### src/rtl/instr_fetch.sv
// Instruction fetch stage: owns the PC, issues single-outstanding word reads to
// instruction memory and hands one instruction at a time to decode.
module instr_fetch #(
    parameter logic [31:0] RESET_PC = 32'h0000_0000,
    parameter logic [31:0] PC_STEP  = 32'd4
) (
    input  logic        clk,
    input  logic        reset,
    output logic        imem_req_valid,
    input  logic        imem_req_ready,
    output logic [31:0] imem_req_addr,
    input  logic        imem_resp_valid,
    input  logic [31:0] imem_resp_data,
    output logic [31:0] ins,
    output logic [31:0] ins_pc,
    output logic        ins_valid,
    input  logic        ins_ready,
    input  logic        redirect,
    input  logic [31:0] redirect_pc,
    output logic [31:0] fetch_count
);

    typedef enum logic [1:0] {
        S_REQ  = 2'd0,
        S_WAIT = 2'd1,
        S_DROP = 2'd2,
        S_HOLD = 2'd3
    } state_t;

    state_t      state_r;
    logic [31:0] pc_r;
    logic [31:0] inflight_pc_r;
    logic [31:0] redirect_tgt_s;

    assign redirect_tgt_s = {redirect_pc[31:2], 2'b00};

    // Request channel is combinational so a same-cycle redirect can cancel it.
    assign imem_req_valid = (state_r == S_REQ) & ~redirect & ~reset;
    assign imem_req_addr  = pc_r;

    // Fetch FSM with registered decode-side outputs.
    always_ff @(posedge clk or posedge reset) begin
        if (reset) begin
            state_r       <= S_REQ;
            pc_r          <= RESET_PC;
            inflight_pc_r <= 32'h0000_0000;
            ins           <= 32'h0000_0000;
            ins_pc        <= 32'h0000_0000;
            ins_valid     <= 1'b0;
            fetch_count   <= 32'h0000_0000;
        end else begin
            case (state_r)
                S_REQ: begin
                    if (redirect) begin
                        pc_r <= redirect_tgt_s;
                    end else if (imem_req_ready) begin
                        inflight_pc_r <= pc_r;
                        state_r       <= S_WAIT;
                    end else begin
                        state_r <= S_REQ;
                    end
                end
                S_WAIT: begin
                    if (imem_resp_valid && !redirect) begin
                        ins       <= imem_resp_data;
                        ins_pc    <= inflight_pc_r;
                        ins_valid <= 1'b1;
                        pc_r      <= inflight_pc_r + PC_STEP;
                        state_r   <= S_HOLD;
                    end else if (imem_resp_valid && redirect) begin
                        pc_r    <= redirect_tgt_s;
                        state_r <= S_REQ;
                    end else if (redirect) begin
                        // Response for the squashed fetch is still owed; swallow it in DROP.
                        pc_r    <= redirect_tgt_s;
                        state_r <= S_DROP;
                    end else begin
                        state_r <= S_WAIT;
                    end
                end
                S_DROP: begin
                    if (redirect) begin
                        pc_r <= redirect_tgt_s;
                    end
                    if (imem_resp_valid) begin
                        state_r <= S_REQ;
                    end else begin
                        state_r <= S_DROP;
                    end
                end
                S_HOLD: begin
                    if (redirect) begin
                        ins_valid <= 1'b0;
                        pc_r      <= redirect_tgt_s;
                        state_r   <= S_REQ;
                        if (ins_ready) begin
                            fetch_count <= fetch_count + 32'd1;
                        end
                    end else if (ins_ready) begin
                        ins_valid   <= 1'b0;
                        fetch_count <= fetch_count + 32'd1;
                        state_r     <= S_REQ;
                    end else begin
                        state_r <= S_HOLD;
                    end
                end
                default: begin
                    state_r   <= S_REQ;
                    ins_valid <= 1'b0;
                end
            endcase
        end
    end

endmodule

### config.mk
export PLATFORM = sky130hd
export DESIGN_NAME = instr_fetch
export DESIGN_NICKNAME = d
export VERILOG_FILES = /design/src/rtl/instr_fetch.sv
export SDC_FILE = /design/constraint.sdc
export NUM_CORES = 1
export LEC_CHECK = 0
export CAP_MARGIN = 20
export CORE_MARGIN = 2
export CORE_UTILIZATION = 42
export CTS_BUF_LIST = sky130_fd_sc_hd__clkbuf_4 sky130_fd_sc_hd__clkbuf_8
export DETAILED_ROUTE_END_ITERATION = 8
export PLACE_DENSITY = 0.8
export SYNTH_ARGS = -nofsm -noshare
export SYNTH_HDL_FRONTEND = slang
export SYNTH_SLANG_ARGS = --single-unit
### constraint.sdc
create_clock -name clk -period 12.4 [get_ports clk]
set_input_delay 1.86 -clock clk [delete_from_list [all_inputs] [get_ports clk]]
set_output_delay 1.86 -clock clk [all_outputs]
set_load 0.02 [all_outputs]
==> results.sh <==
export IMPL_min_path_cells=1
export IMPL_yosysWarnings=0
export IMPL_rr_endpoint="imem_req_addr[27]"
export IMPL_ir_worst_vdd_v=0.000119
export IMPL_cts_setup_buffers=0
export IMPL_core_area_um2=17200
export IMPL_num_nets_final=987
export IMPL_syn_avg_cell_area_um2=10.1
export IMPL_rr_worst_depth=5
export IMPL_io_buffers=197
export IMPL_syn2layout_area_growth_pct=33.8
export IMPL_die_w_um=136
export IMPL_cp_cell_sequence="buf_2 -> buf_4 -> nor4_1 -> clkdlybuf4s50_1"
export IMPL_die_h_um=136
export IMPL_slowest_stage="clkdlybuf4s50_1"
export IMPL_clkSlewWorstSetupHoldPaths_ps=90
export IMPL_period_minus_slack_ps=5170
export IMPL_wl_per_cell_um=16.0
export IMPL_numClockSinks=163
export IMPL_postCtsResizedCells=0
export IMPL_yosys_area_top_type="dfrtp_1"
export IMPL_tightest_slew_ps=934
export IMPL_crit_type="in2out"
export IMPL_antenna_found_initial=0
export IMPL_routabilityCongestion=0.802
export IMPL_ys_seq_area_share_pct=55.4
export IMPL_max_freq_mhz=194
export IMPL_dr_pass1_iters=4
export IMPL_tns_ps=0
export IMPL_reg2reg_slack_ps=9830
export IMPL_viasPerCell=5.20
export IMPL_hp_class="reg2reg"
export IMPL_drive_above_1_share_pct=9.19
export IMPL_clkLatencyLatePin_ps=450
export IMPL_io_pins=200
export IMPL_r2r_start="state_r[1]"
export IMPL_initial_core_util_pct=42.7
export IMPL_cp_end_kind="output port"
export IMPL_fin_ws_ps=7230
export IMPL_drv_cap=0
export IMPL_grt_pass1_wl_um=29300
export IMPL_ctsHoldBuffers=0
export IMPL_cpPeakStageDelay_ps=650
export IMPL_synth_ff_type="dfrtp_1"
export IMPL_leakage_nw=4.22
export IMPL_die_area_um2=18600
export IMPL_yosysTopAreaCellShare_pct=55.4
export IMPL_antenna_left=0
export IMPL_critPathArrivalTime_ps=3310
export IMPL_setup_violations=0
export IMPL_fin_skew_ps=13.8
export IMPL_hp_start="fetch_count[31]"
export IMPL_ys_types=47
export IMPL_drv_slew=0
export IMPL_cp_required_ps=10540
export IMPL_drc=0
export IMPL_first_global_vias=5754
export IMPL_syn_cell_area_um2=7370
export IMPL_dp_hpwl_um=12600
export IMPL_synthTopCellsByArea="dfrtp_1 (55%), nand2_1 (11%), mux2_2 (4.3%)"
export IMPL_worstPathMaxFanout=59
export IMPL_final_fill_count=1511
export IMPL_critPathTopFamily="buffers and inverters"
export IMPL_period_share_pct=41.7
export IMPL_htree_levels=4
export IMPL_diodes=0
export IMPL_max_slew_margin_pct=37.8
export IMPL_pre_cts_slack_ps=7260
export IMPL_rsz0062_at_grt="no"
export IMPL_async_flop_share_pct=100
export IMPL_grt_max_degree=108
export IMPL_ys_seq_elements=163
export IMPL_gr_total_overflow=0
export IMPL_synth_edf_count=0
export IMPL_cts_tree="done"
export IMPL_std_cell_rows=48
export IMPL_wl_um=18400
export IMPL_powerDensity_nw_per_um2=197
export IMPL_start_kind="primary input"
export IMPL_cts_buffers=17
export IMPL_status="completed"
export IMPL_synth_most_common_cell="nand2_1"
export IMPL_hold_path_endpoint="fetch_count[31]"
export IMPL_synth_fp_nets=805
export IMPL_dr_first_iter_drc_count=317
export IMPL_syn_inst=730
export IMPL_clockBufferDepth=2
export IMPL_total_power_mw=1.94
export IMPL_hold_violations=0
export IMPL_yosys_top_cells_count="nand2_1 (209), dfrtp_1 (163), xnor2_1 (36)"
export IMPL_clock_root_buffer="clkbuf_8"
export IMPL_crit_buf_inv=3
export IMPL_vias=5982
export IMPL_grt_use_total_pct=20.2
registers in the layout (all words and copies together), names as in the netlist:
register,count
fetch_count,32
imem_req_addr,32
inflight_pc_r,32
ins,32
ins_pc,32
state_r,2
ins_valid,1
kinds of logic after synthesis:
| group | synth area share (%) |
|---|---|
| AND/OR/NAND/NOR | 21.9 |
| flip-flops | 55.4 |
| AO/OA/AOI/OAI | 7.95 |
| buffers and inverters | 3.38 |
| XOR/XNOR | 5.11 |
| multiplexers | 5.50 |
| adder cells (fa/ha/maj) | 0.849 |
area by class of cell:
type | instances | area (um^2) | area share, %
clock buffers | 23 | 298 | 3.02
well taps | 225 | 282 | 2.85
multi-input cells | 513 | 3050 | 30.9
inverters | 13 | 53.8 | 0.546
flip-flops and latches | 163 | 4080 | 41.4
repair buffers | 204 | 2020 | 20.5
clock inverters | 9 | 80.1 | 0.812
metal layers:
metal  up-vias  GRT usage [%]  part of all wire [%]
met4         0           7.52                   1.7
li1       2869              -                     -
met3        20           5.41                   6.3
met1      2920           26.9                    45
met2       173           31.7                    47
met5         -              0                     0
worst max path at each step:
stage	cells past startpoint	slack (ps)	endpoint	start
6_report	4	7230	imem_req_valid	redirect
5_1_grt	4	7150	imem_req_valid	redirect
4_1_cts	4	7230	imem_req_valid	redirect
3_5_place_dp	4	7260	imem_req_valid	redirect
3_3_place_gp	4	7260	imem_req_valid	redirect
2_1_floorplan	1	6140	fetch_count[0]	reset
per-stage QoR:
stage          util, %  cells  instance area (um^2)  hold WS [ps]
2_1_floorplan        -    730                  7370           457
3_3_place_gp      55.0   1117                  9480           457
3_5_place_dp      55.0   1117                  9480           463
4_1_cts           57.2   1149                  9860           480
5_1_grt           57.2   1150                  9860           489
6_report          57.2   1150                  9860           474
layout by cell type (no fill, tap or decap), types with 8 or more instances in the layout:
master and count:
nor2_1 8, a31oi_1 10, mux2_2 28, nand2_1 208
nor3_1 12, nor2b_1 20, dfrtp_1 163, a211oi_1 29
nand4_1 24, a21oi_1 11, inv_1 12, nand3_1 22
clkdlybuf4s50_1 196, xnor2_1 36, o21ai_0 25, mux2i_1 9
clkbuf_8 20
report_power, final:
group,switching [mW],internal (mW)
Combinational,0.368,0.348
Sequential,0.157,0.700
Clock,0.190,0.180
No activity file was read; power rests on OpenSTA's default activity.
